$ cat config.mk
export PLATFORM = sky130hd
export DESIGN_NAME = adc_spi_responder
export DESIGN_NICKNAME = d
export VERILOG_FILES = /design/src/rtl/adc_spi_pkg.sv /design/src/rtl/sample_fifo.sv /design/src/rtl/adc_spi_responder.sv
export SDC_FILE = /design/constraint.sdc
export NUM_CORES = 1
export LEC_CHECK = 0
export CAP_MARGIN = 20
export CORE_MARGIN = 3
export CORE_UTILIZATION = 50
export DETAILED_ROUTE_END_ITERATION = 8
export PLACE_DENSITY = 0.73
export SYNTH_ARGS = -nofsm -noshare
export SYNTH_HDL_FRONTEND = slang
export SYNTH_SLANG_ARGS = --single-unit
$ cat constraint.sdc
create_clock -name clk -period 2.5 [get_ports clk]
set_clock_uncertainty 0.1 [all_clocks]
set_input_delay 0.5 -clock clk [delete_from_list [all_inputs] [get_ports clk]]
set_output_delay 0.5 -clock clk [all_outputs]
set_load 0.01 [all_outputs]
$ cat src/rtl/adc_spi_pkg.sv
`default_nettype none
//------------------------------------------------------------------------
// adc_spi_pkg : shared constants, field positions and enums for the
//               ADC SPI responder.                              rev 1.0
//------------------------------------------------------------------------
package adc_spi_pkg;

   localparam int FRAME_BITS  = 16;
   localparam int SAMPLE_BITS = 12;

   localparam int WRITE_BIT = 15;
   localparam int ADDR_MSB  = 12;
   localparam int ADDR_LSB  = 10;

   typedef enum logic [1:0] {
      ERR_NONE     = 2'b00,
      ERR_UNDERRUN = 2'b01,
      ERR_TRUNC    = 2'b10
   } err_e;

   typedef enum logic [1:0] {
      IDLE  = 2'b00,
      SHIFT = 2'b01,
      HOLD  = 2'b10
   } state_e;

   // Response word layout: always-zero MSB, channel address, sample.
   function automatic logic [15:0] make_tx(input logic [2:0] ch,
                                           input logic [SAMPLE_BITS-1:0] sample);
      return {1'b0, ch, sample};
   endfunction

endpackage
`default_nettype wire

$ cat src/rtl/sample_fifo.sv
`default_nettype none
//------------------------------------------------------------------------
// sample_fifo : small synchronous FIFO with show-ahead read data.
//                                                               rev 1.0
//------------------------------------------------------------------------
module sample_fifo #(
   parameter int WIDTH = 12,
   parameter int DEPTH = 4
) (
   input  logic             clk,
   input  logic             reset,
   input  logic             push,
   input  logic [WIDTH-1:0] wdata,
   input  logic             pop,
   output logic [WIDTH-1:0] rdata,
   output logic             full,
   output logic             empty
);

   localparam int PTR_W = $clog2(DEPTH);
   localparam logic [PTR_W:0] FULL_CNT = (PTR_W+1)'(DEPTH);

   logic [WIDTH-1:0] mem_q [DEPTH];
   logic [PTR_W-1:0] wr_ptr_q, wr_ptr_d;
   logic [PTR_W-1:0] rd_ptr_q, rd_ptr_d;
   logic [PTR_W:0]   count_q, count_d;
   logic             do_push, do_pop;

   assign full    = (count_q == FULL_CNT);
   assign empty   = (count_q == '0);
   assign do_push = push && !full;
   assign do_pop  = pop && !empty;
   assign rdata   = mem_q[rd_ptr_q];

   // Pointers wrap naturally because DEPTH is a power of two.
   always_comb begin
      wr_ptr_d = wr_ptr_q;
      rd_ptr_d = rd_ptr_q;
      count_d  = count_q;
      if (do_push) wr_ptr_d = wr_ptr_q + PTR_W'(1);
      if (do_pop)  rd_ptr_d = rd_ptr_q + PTR_W'(1);
      case ({do_push, do_pop})
         2'b10:   count_d = count_q + (PTR_W+1)'(1);
         2'b01:   count_d = count_q - (PTR_W+1)'(1);
         default: count_d = count_q;
      endcase
   end

   always_ff @(posedge clk or posedge reset) begin
      if (reset) begin
         wr_ptr_q <= '0;
         rd_ptr_q <= '0;
         count_q  <= '0;
      end else begin
         wr_ptr_q <= wr_ptr_d;
         rd_ptr_q <= rd_ptr_d;
         count_q  <= count_d;
      end
   end

   always_ff @(posedge clk) begin
      if (do_push) mem_q[wr_ptr_q] <= wdata;
   end

endmodule
`default_nettype wire

$ cat src/rtl/adc_spi_responder.sv
`default_nettype none
//------------------------------------------------------------------------
// adc_spi_responder : SPI-slave stand-in for the serial ADC, serving
//                     buffered samples and reporting control words. rev 1.0
//------------------------------------------------------------------------
module adc_spi_responder #(
   parameter int DEPTH      = 4,
   parameter int FRAME_BITS = adc_spi_pkg::FRAME_BITS
) (
   input  logic        clk,
   input  logic        reset,
   input  logic        cs_n,
   input  logic        mosi,
   output logic        miso,
   input  logic [11:0] ast_sink_data,
   input  logic        ast_sink_valid,
   output logic        ast_sink_ready,
   output logic [15:0] ast_source_data,
   output logic        ast_source_valid,
   output logic [1:0]  ast_source_error,
   output logic [2:0]  channel
);

   import adc_spi_pkg::*;

   localparam int CNT_W = $clog2(FRAME_BITS) + 1;
   localparam logic [CNT_W-1:0] LAST_CNT = CNT_W'(FRAME_BITS - 1);

   state_e      state_q, state_d;
   logic [CNT_W-1:0] cnt_q, cnt_d;
   logic [15:0] rx_q, rx_d;
   logic [14:0] tx_q, tx_d;
   logic        miso_q, miso_d;
   logic [15:0] src_data_q, src_data_d;
   logic        src_valid_q, src_valid_d;
   logic [1:0]  src_err_q, src_err_d;
   logic [2:0]  channel_q, channel_d;
   logic [11:0] last_sample_q, last_sample_d;
   logic        underrun_q, underrun_d;
   logic        done_q, done_d;

   logic        fifo_push, fifo_pop, fifo_full, fifo_empty;
   logic [11:0] fifo_head, sample_sel;
   logic [15:0] rx_shift, tx_load;

   sample_fifo #(
      .WIDTH (12),
      .DEPTH (DEPTH)
   ) u_fifo (
      .clk   (clk),
      .reset (reset),
      .push  (fifo_push),
      .wdata (ast_sink_data),
      .pop   (fifo_pop),
      .rdata (fifo_head),
      .full  (fifo_full),
      .empty (fifo_empty)
   );

   assign fifo_push      = ast_sink_valid && !fifo_full;
   assign ast_sink_ready = !fifo_full;
   assign rx_shift       = {rx_q[14:0], mosi};
   assign sample_sel     = fifo_empty ? last_sample_q : fifo_head;
   assign tx_load        = make_tx(channel_q, sample_sel);

   always_comb begin
      state_d       = state_q;
      cnt_d         = cnt_q;
      rx_d          = rx_q;
      tx_d          = tx_q;
      miso_d        = miso_q;
      src_data_d    = src_data_q;
      src_valid_d   = 1'b0;
      src_err_d     = src_err_q;
      channel_d     = channel_q;
      last_sample_d = last_sample_q;
      underrun_d    = underrun_q;
      done_d        = 1'b0;
      fifo_pop      = 1'b0;

      // Completed frames are reported one edge after the last bit lands.
      if (done_q) begin
         src_valid_d = 1'b1;
         src_data_d  = rx_q;
         src_err_d   = underrun_q ? ERR_UNDERRUN : ERR_NONE;
      end

      case (state_q)
         IDLE: begin
            // The response MSB is always zero, so idle miso is low.
            miso_d = 1'b0;
            cnt_d  = '0;
            if (!cs_n) begin
               fifo_pop      = !fifo_empty;
               last_sample_d = sample_sel;
               underrun_d    = underrun_q | fifo_empty;
               tx_d          = tx_load[14:0];
               miso_d        = tx_load[15];
               rx_d          = {15'b0, mosi};
               cnt_d         = CNT_W'(1);
               state_d       = SHIFT;
            end
         end

         SHIFT: begin
            if (cs_n) begin
               src_valid_d = 1'b1;
               src_data_d  = rx_q;
               src_err_d   = ERR_TRUNC;
               underrun_d  = 1'b0;
               miso_d      = 1'b0;
               cnt_d       = '0;
               state_d     = IDLE;
            end else begin
               rx_d   = rx_shift;
               tx_d   = {tx_q[13:0], 1'b0};
               miso_d = tx_q[14];
               cnt_d  = cnt_q + CNT_W'(1);
               if (cnt_q == LAST_CNT) begin
                  done_d  = 1'b1;
                  state_d = HOLD;
                  if (rx_shift[WRITE_BIT]) channel_d = rx_shift[ADDR_MSB:ADDR_LSB];
               end
            end
         end

         HOLD: begin
            miso_d = 1'b0;
            if (cs_n) begin
               underrun_d = 1'b0;
               cnt_d      = '0;
               state_d    = IDLE;
            end
         end

         default: begin
            state_d = IDLE;
            cnt_d   = '0;
         end
      endcase
   end

   always_ff @(posedge clk or posedge reset) begin
      if (reset) begin
         state_q       <= IDLE;
         cnt_q         <= '0;
         rx_q          <= '0;
         tx_q          <= '0;
         miso_q        <= 1'b0;
         src_data_q    <= '0;
         src_valid_q   <= 1'b0;
         src_err_q     <= ERR_NONE;
         channel_q     <= '0;
         last_sample_q <= '0;
         underrun_q    <= 1'b0;
         done_q        <= 1'b0;
      end else begin
         state_q       <= state_d;
         cnt_q         <= cnt_d;
         rx_q          <= rx_d;
         tx_q          <= tx_d;
         miso_q        <= miso_d;
         src_data_q    <= src_data_d;
         src_valid_q   <= src_valid_d;
         src_err_q     <= src_err_d;
         channel_q     <= channel_d;
         last_sample_q <= last_sample_d;
         underrun_q    <= underrun_d;
         done_q        <= done_d;
      end
   end

   assign miso             = miso_q;
   assign ast_source_data  = src_data_q;
   assign ast_source_valid = src_valid_q;
   assign ast_source_error = src_err_q;
   assign channel          = channel_q;

endmodule
`default_nettype wire

==> results of run 1 <==
synthesized netlist by cell type (4+ instances only):
master    instances  share of area (%)
buf_1             4               0.28
dfrtp_1          82                 38
nand3_1           4               0.37
ha_1             12                2.8
buf_2             9               0.83
mux4_2           12                5.0
nand2_1          21                1.4
and3_1            5               0.57
o21ai_0           9               0.83
mux2_2           24                5.0
nor2_1           15                1.0
o41ai_1          12                1.9
a22o_1           15                2.4
nor2b_1           5               0.57
a21oi_1          17                1.6
edfxtp_1         48                 26
mux2_4           10                2.8
inv_1            15                1.0
nor3_1           11                1.0
worst min-delay path, delay by kind of cell:
kind / cells / cell delay [ps]
buffers and inverters: 3 / 890
power breakdown:
group / switching (W) / leakage, nW / internal, W / total (W)
Sequential: 0.000351 / 1.50 / 0.00280 / 0.00315
Combinational: 0.00108 / 0.985 / 0.00113 / 0.00221
Clock: 0.000930 / 0.243 / 0.00123 / 0.00216
how the worst min path moves through the flow:
stage | end | slack [ps] | depth (start not counted)
after CTS | rx_q[2]$_DFFE_PP0P_ | 360 | 3
after floorplan | tx_q[10]$_DFFE_PP0P_ | 340 | 2
after global placement | tx_q[10]$_DFFE_PP0P_ | 360 | 2
after detailed placement | tx_q[4]$_DFFE_PP0P_ | 370 | 2
after global routing | rx_q[2]$_DFFE_PP0P_ | 390 | 3
final | rx_q[2]$_DFFE_PP0P_ | 360 | 3
stage by stage:
stage / hold WS, ps / total power (W) / cells / TNS [ps] / area (um2)
final: 357.9 / 0.007520 / 576 / 0 / 6568
after global routing: 389.0 / 0.007987 / 576 / 0 / 6568
after CTS: 363.9 / 0.007610 / 576 / 0 / 6568
after detailed placement: 366.6 / 0.005419 / 544 / -28.63 / 6041
after global placement: 356.5 / 0.005309 / 544 / 0 / 6041
after floorplan: 343.6 / 0.004783 / 372 / 0 / 5455
placed cells by master, fill, tap and decap left out, types with 2 or more instances in the layout:
cell type	synthesis	final
a21oi_1	17	17
a22o_1	15	15
a22oi_1	3	3
a31oi_1	2	2
and2b_1	2	2
and3_1	5	5
buf_4	3	17
clkbuf_16	0	16
clkdlybuf4s50_1	0	39
clkinv_4	0	4
clkinvlp_4	0	6
dfrtp_1	82	82
edfxtp_1	48	48
ha_1	12	11
inv_1	15	14
inv_6	0	2
mux2_2	24	24
mux2_4	10	10
mux4_2	12	12
nand2_1	21	21
nand2b_1	2	2
nand3_1	4	4
nor2_1	15	15
nor2b_1	5	5
nor3_1	11	11
nor3b_1	2	2
o21ai_0	9	9
o41ai_1	12	12
xnor2_1	3	3
xor2_1	3	3
per-layer routing:
| metal | part of all wire, % | global-route usage, % |
|---|---|---|
| met2 | 50 | 28.47 |
| met5 | 0 | 0 |
| met1 | 44 | 23.63 |
| met4 | 1.1 | 5.893 |
| met3 | 4.5 | 5.009 |
cells by family (layout without fill, tap and decap cells):
group / Yosys count / count (layout) / share of synthesized area [%]
compound gates: 64 / 64 / 8.267
xor+xnor: 6 / 6 / 0.9646
fa+ha+maj: 13 / 13 / 3.123
buf+inv: 37 / 105 / 3.536
flops: 130 / 130 / 64.11
mux: 48 / 48 / 13.07
simple gates: 74 / 74 / 6.935
cell type report:
class | instances | area share, %
Inverter | 15 | 0.9145
Clock inverter | 14 | 1.677
Sequential cell | 130 | 53.19
Tap cell | 136 | 2.591
Clock buffer | 18 | 6.363
Multi-Input combinational cell | 205 | 26.94
Timing Repair Buffer | 58 | 8.325
sequential cells by signal, summed over array words and instances (netlist names), 2 cells and up:
name and cells:
ast_source_data 16, u_fifo.mem_q 48, last_sample_q 12, u_fifo.count_q 3
ast_source_error 2, channel 3, rx_q 16, cnt_q 5
u_fifo.rd_ptr_q 2, state_q 2, u_fifo.wr_ptr_q 2, tx_q 15
==> flow_summary_export.csv, run 1 <==
group,metric,value,unit
clock_network,root_buffer,"clkbuf_8",
synth,synth.distinct_cells,46,
setup_path,cp.arrival,1690,ps
setup_path,critPathMaxStageDelay,440,ps
setup_path,crit_chain,"or3b_4 -> dlygate4sd2_1",
sta,setup_viol,0,
hold_path,worstHoldPathType,"primary input to async pin",
synth,synth-seq-cells,130,
detailed_routing,first_pass_iters,5,
floorplanning,rows,37,
synth,syn_nets,402,
job,maxCapViolations,0,
floorplanning,dieWidth,110.4,um
setup_path,crit_type,"flop to output pin",
global_routing,grt_max_degree,83,
synth,synthCells,372,
synth,synth_flop_cell,"dfrtp_1",
layout,fin_util,62.77,%
placement,port_buffers,40,
layout,area_delta_synth_final,20.53,%
global_routing,grt_pass1_vias,3252,
sta,period_share,91.58,%
sta,layout_setup_ws,210.5,ps
synth,ys_warn_count,0,
detailed_routing,drc,0,
setup_path,reg2reg_depth,9,
placement,hpwl,6.323,mm
detailed_routing,drtIter0Drc,167,
setup_path,rr_startpoint,"u_fifo.count_q[1]$_DFFE_PP0P_",
setup_path,cp-end-kind,"output pin",
power,irDropWorstVdd,779.3,uV
detailed_routing,via_count,3211,
clock_network,clk_pin_slew,60,ps
sta,finalMaxSlewViolations,0,
setup_path,worstPathRequired,1900,ps
clock_network,numCtsBuffers,17,
setup_path,crit_start,"u_fifo.count_q[1]$_DFFE_PP0P_",
layout,layout.nets,457,
synth,ys_seq_area_share,64.11,%
setup_path,crit_family,"simple AND/OR/NAND/NOR gates",
global_routing,grt_usage,17.78,%
layout,n_antenna_cell,0,
layout,num-fill-cells,811,
sta,layout_min_cycle_time,2290,ps
detailed_routing,vias_per_cell,5.575,
setup_path,slowest_stage,"or3b_4",
clock_network,clk_latency,510,ps
clock_network,clock-sinks,130,
clock_network,cts_resized,1,
setup_path,start_kind,"flop",
synth,synth_area,5449,um2
clock_network,postCtsSetupRepairBufs,0,
global_routing,grt_pass1_wl,16.25,mm
floorplanning,die-area,12190,um2
power,p_per_area,1145,nW/um2
sta,maxSlewHeadroom,57.57,%
placement,place_congestion,0.7818,
clock_network,cts_tree,"done",
sta,max_freq,436.8,MHz
power,leakage,2.731,nW
placement,pre_cts_ws,-28.63,ps
layout,drive_above_1_share,22.95,%
floorplanning,io_pins,41,
floorplanning,core_area,10460,um2
detailed_routing,wl,9.677,mm
setup_path,reg2reg_to,"u_fifo.count_q[2]$_DFFE_PP0P_",
sta,finalHoldViolCount,0,
setup_path,cp.buffers_inverters,1,
synth,synthArstFlopShare,63.08,%
setup_path,rrSetupSlack,220,ps
setup_path,crit_cells,2,
setup_path,endpoint,"ast_sink_ready",
global_routing,overflow,0,
layout,seq_area,3493,um2
sta,worstMarginPinSlew,636.4,ps
setup_path,path_max_fanout,6,
floorplanning,die_y,110.4,um
clock_network,ctsLongestPathBuffers,2,
clock_network,cts_hold_buf,0,
synth,synth_edf_count,48,
sta,rsz0062_at_grt,"no",
synth,syn_area_per_cell,14.65,um2
layout,multi_input_area,1769,um2
detailed_routing,wl_per_cell,16.80,um
clock_network,h-tree-depth,4,
floorplanning,start_util,52.08,%
run_status,outcome,"finished, final reports clean",
detailed_routing,ant_nets,0,
global_routing,antenna_found_initial,0,
Power figures use the tool's default switching activity.
==> run 2: changes to the inputs <==
- CORE_MARGIN: 3 -> default
- PLACE_DENSITY: 0.73 -> 0.75
- SKIP_CTS_REPAIR_TIMING: default -> 1
==> flow_summary_export.csv, run 2 (synthesis gave the netlist of run 1 again) <==
group,metric,value,unit
floorplanning,rows,37,
detailed_routing,first_pass_iters,4,
sta,maxSlewHeadroom,58.09,%
global_routing,grt_busiest_layer,"met2",
sta,finalHoldViolCount,0,
sta,rsz0062_at_grt,"no",
power,irDropWorstVdd,671.0,uV
setup_path,crit_chain,"or3b_4 -> and2_4 -> inv_1 -> ha_1 -> inv_1 -> fa_1 -> xor2_1 -> nor2_1 -> xor2_1",
sta,max_freq,435.3,MHz
placement,port_buffers,40,
global_routing,use_met3,5.150,%
layout,fin_util,63.25,%
clock_network,root_buffer,"clkbuf_8",
layout,num-fill-cells,775,
global_routing,grt_usage,19.09,%
detailed_routing,via_count,3193,
setup_path,path_max_fanout,6,
detailed_routing,vias_per_cell,5.553,
clock_network,clk_pin_slew,60,ps
global_routing,use_met1,23.99,%
sta,layout_min_cycle_time,2297,ps
clock_network,numCtsBuffers,17,
layout,seq_area,3493,um2
setup_path,cp.buffers_inverters,2,
global_routing,overflow,0,
setup_path,worstPathRequired,2820,ps
power,p_per_area,1172,nW/um2
layout,regMostFlops,"u_fifo.mem_q",
floorplanning,start_util,52.08,%
placement,pre_cts_ws,-32.52,ps
floorplanning,dieWidth,106.4,um
setup_path,slowest_stage,"dfrtp_1",
setup_path,critPathMaxStageDelay,440,ps
layout,area_delta_synth_final,21.45,%
setup_path,crit_type,"flop to flop",
hold_path,worstHoldPathType,"primary input to async pin",
clock_network,ctsLongestPathBuffers,2,
placement,place_congestion,0.7189,
layout,multi_input_area,1769,um2
sta,layout_setup_ws,202.6,ps
detailed_routing,ant_nets,0,
detailed_routing,drtIter0Drc,192,
sta,worstMarginPinSlew,628.6,ps
layout,n_antenna_cell,0,
layout,largest_register_ffs,48,
setup_path,crit_family,"simple AND/OR/NAND/NOR gates",
floorplanning,core_area,10460,um2
job,maxCapViolations,0,
clock_network,cts_tree,"done",
global_routing,grt_pass1_vias,3304,
floorplanning,die_y,106.4,um
floorplanning,io_pins,41,
placement,hpwl,6.014,mm
setup_path,cp.arrival,2620,ps
global_routing,grt_pass1_wl,16.33,mm
global_routing,antenna_found_initial,0,
sta,hold-worst-slack,359.6,ps
global_routing,met2_usage,31.73,%
sta,finalMaxSlewViolations,0,
run_status,outcome,"finished, final reports clean",
layout,layout.nets,456,
sta,period_share,91.90,%
sta,setup_viol,0,
power,power,0.007758,W
clock_network,clk_latency,500,ps
setup_path,cp-end-kind,"flop",
layout,most-common-layout-cells,"82 x dfrtp_1, 48 x edfxtp_1, 39 x clkdlybuf4s50_1",
clock_network,h-tree-depth,4,
setup_path,start_kind,"flop",
global_routing,grt_max_degree,83,
power,leakage,2.758,nW
clock_network,clock-sinks,130,
detailed_routing,wl,9.739,mm
floorplanning,die-area,11320,um2
layout,final_common_cell,"dfrtp_1",
layout,drive_above_1_share,22.55,%
detailed_routing,wl_per_cell,16.94,um
detailed_routing,drc,0,
sta,totalNegativeSetupSlack,0,ps
==> run 2: final timing paths <==
| check | start | endpoint | slack (ps) | depth (start not counted) |
|---|---|---|---|---|
| min in group clk | miso$_DFFE_PP0P_ | miso$_DFFE_PP0P_ | 380 | 2 |
| worst min-delay path | reset | rx_q[4]$_DFFE_PP0P_ | 360 | 3 |
| worst max register to register | u_fifo.count_q[0]$_DFFE_PP0P_ | u_fifo.count_q[2]$_DFFE_PP0P_ | 200 | 9 |
| worst min register to register | miso$_DFFE_PP0P_ | miso$_DFFE_PP0P_ | 380 | 2 |
| max in group asynchronous | reset | tx_q[0]$_DFFE_PP0P_ | 1610 | 3 |
| worst max-delay path | u_fifo.count_q[0]$_DFFE_PP0P_ | u_fifo.count_q[2]$_DFFE_PP0P_ | 200 | 9 |
==> run 2: layer usage <==
| metal | up-vias | share of wire, % | wire length (um) |
|---|---|---|---|
| li1 | 1485 | - | - |
| met4 | 0 | 1.1 | 103 |
| met5 | - | 0 | 0 |
| met3 | 10 | 4.0 | 388 |
| met1 | 1610 | 45 | 4356 |
| met2 | 88 | 50 | 4890 |
==> run 2: stage by stage <==
step / instance area, um2 / cells
global placement: 6033 / 543
finish: 6618 / 575
global route: 6618 / 575
detailed placement: 6033 / 543
CTS: 6615 / 575
floorplan: 5455 / 372
==> run 2: where the power goes <==
group          total (W)  internal, W  switching [W]
Combinational    0.00222      0.00112        0.00110
Clock            0.00238      0.00151       0.000873
Sequential       0.00315      0.00280       0.000348
==> run 2: cell type report <==
cell class,count,area share [%]
Sequential cell,130,52.79
Multi-Input combinational cell,205,26.73
Timing Repair Buffer,57,8.206
Clock buffer,18,6.315
Tap cell,136,2.571
Clock inverter,14,2.477
Inverter,15,0.9075
==> run 2: worst reg2reg max path: cells and delay by family, from the launching register on <==
| kind | cells | cell delay (ps) |
|---|---|---|
| xor+xnor | 2 | 290 |
| flops | 1 | 440 |
| fa+ha+maj | 2 | 550 |
| buf+inv | 2 | 120 |
| simple gates | 3 | 710 |
==> run 3: changes to the inputs <==
- CAP_MARGIN: 20 -> default
- GPL_ROUTABILITY_DRIVEN: default -> 0
- REMOVE_ABC_BUFFERS: default -> 1
==> flow_summary_export.csv, run 3 (synthesis gave the netlist of run 1 again) <==
group,metric,value,unit
layout,layout.nets,458,
detailed_routing,vias_per_cell,5.520,
clock_network,h-tree-depth,4,
layout,seq_area,3495,um2
layout,area_delta_synth_final,21.26,%
sta,finalMaxSlewViolations,0,
sta,maxSlewHeadroom,58.57,%
power,p_per_area,1165,nW/um2
detailed_routing,wl_per_cell,16.93,um
setup_path,crit_type,"flop to flop",
setup_path,cp.arrival,2620,ps
clock_network,ctsLongestPathBuffers,2,
layout,stdcell_count,577,
power,power,0.007697,W
global_routing,grt_pass1_wl,16.65,mm
layout,fin_area,6608,um2
hold_path,worstHoldPathType,"primary input to async pin",
global_routing,grt_max_degree,83,
detailed_routing,drtIter0Drc,178,
power,irDropWorstVdd,596.4,uV
layout,num-fill-cells,805,
layout,largest_register_ffs,48,
clock_network,clk_latency,510,ps
sta,finalHoldViolCount,0,
floorplanning,dieWidth,106.4,um
layout,n_antenna_cell,0,
floorplanning,die_y,106.4,um
setup_path,critPathMaxStageDelay,440,ps
layout,final_common_cell,"dfrtp_1",
detailed_routing,first_pass_iters,4,
placement,port_buffers,40,
setup_path,path_max_fanout,6,
global_routing,grt_pass1_vias,3309,
global_routing,grt_usage,19.43,%
sta,setup_viol,0,
layout,drive_above_1_share,22.90,%
clock_network,clk_pin_slew,60,ps
placement,hpwl,6.110,mm
job,maxCapViolations,0,
setup_path,crit_chain,"or3b_4 -> and2_4 -> inv_1 -> ha_1 -> inv_1 -> fa_1 -> xor2_1 -> nor2_1 -> xor2_1",
detailed_routing,wl,9.771,mm
global_routing,antenna_found_initial,0,
global_routing,overflow,0,
sta,worstMarginPinSlew,621.4,ps
setup_path,slowest_stage,"or3b_4",
sta,max_freq,437.6,MHz
floorplanning,io_pins,41,
layout,regMostFlops,"u_fifo.mem_q",
power,leakage,2.761,nW
clock_network,clock-sinks,130,
floorplanning,start_util,52.08,%
detailed_routing,via_count,3185,
floorplanning,core_area,10460,um2
clock_network,numCtsBuffers,17,
detailed_routing,drc,0,
layout,most-common-layout-cells,"81 x dfrtp_1, 48 x edfxtp_1, 39 x clkdlybuf4s50_1",
floorplanning,rows,37,
run_status,outcome,"finished, final reports clean",
sta,layout_min_cycle_time,2285,ps
setup_path,start_kind,"flop",
floorplanning,die-area,11320,um2
setup_path,cp-end-kind,"flop",
sta,period_share,91.40,%
layout,multi_input_area,1767,um2
sta,rsz0062_at_grt,"no",
placement,dp_cells,545,
placement,post_dp_cell_area,6043,um2
setup_path,worstPathRequired,2830,ps
clock_network,root_buffer,"clkbuf_8",
clock_network,cts_tree,"done",
detailed_routing,ant_nets,0,
## run 3: final timing paths
kind | startpoint | to | slack [ps] | cells after the start
setup / recovery | u_fifo.count_q[1]$_DFFE_PP0P_ | u_fifo.count_q[2]$_DFFE_PP0P_ | 220 | 9
hold / removal | reset | ast_source_data[2]$_DFF_PP0_ | 290 | 3
setup reg to reg | u_fifo.count_q[1]$_DFFE_PP0P_ | u_fifo.count_q[2]$_DFFE_PP0P_ | 220 | 9
hold reg to reg | miso$_DFFE_PP0P_ | miso$_DFFE_PP0P_ | 380 | 2
max in group asynchronous | reset | u_fifo.count_q[1]$_DFFE_PP0P_ | 1640 | 3
min in group clk | miso$_DFFE_PP0P_ | miso$_DFFE_PP0P_ | 380 | 2
## run 3: metal layers
| layer | up-vias | wire length, um | part of all wire, % | global-route usage [%] |
|---|---|---|---|---|
| met5 | - | 0 | 0 | 0 |
| li1 | 1498 | - | - | - |
| met1 | 1603 | 4385 | 45 | 24.78 |
| met4 | 0 | 63 | 0.64 | 5.853 |
| met3 | 5 | 402 | 4.1 | 6.070 |
| met2 | 79 | 4920 | 50 | 31.86 |
## run 3: report_power, final
| group | internal [W] | switching, W | leakage [nW] |
|---|---|---|---|
| Combinational | 0.00114 | 0.00109 | 0.998 |
| Sequential | 0.00280 | 0.000354 | 1.50 |
| Clock | 0.00141 | 0.000895 | 0.261 |
| Total | 0.00535 | 0.00234 | 2.76 |
## run 3: final cells by class
type                       count  share of cell area [%]
clock inverter                13                   2.102
multi-input combinational    205                   26.74
inverter                      15                  0.8710
timing repair buffer          59                   8.445
sequential                   130                   52.89
clock buffer                  19                   6.381
tap                          136                   2.575
## run 3: worst max-delay path, delay by kind of cell, from the launching register on
kind                       cells  cell delay [ps]
xor gates and xnor gates       2              300
buffers and inverters          2              110
DFF                            1              430
adders and majority gates      2              520
and+or+nand+nor                3              740
## run 3: per-stage QoR
| stage | utilization [%] | setup WS, ps | setup TNS [ps] | hold slack (ps) |
|---|---|---|---|---|
| after floorplan | - | -715.4 | -21750 | 343.6 |
| after global placement | 57.76 | -24.44 | -24.44 | 357.1 |
| after detailed placement | 57.76 | -76.08 | -76.08 | 369.0 |
| after CTS | 63.12 | -14.84 | -14.84 | 296.1 |
| after global routing | 63.15 | 9.956 | 0 | 340.0 |
| final | 63.15 | 215.0 | 0 | 289.4 |
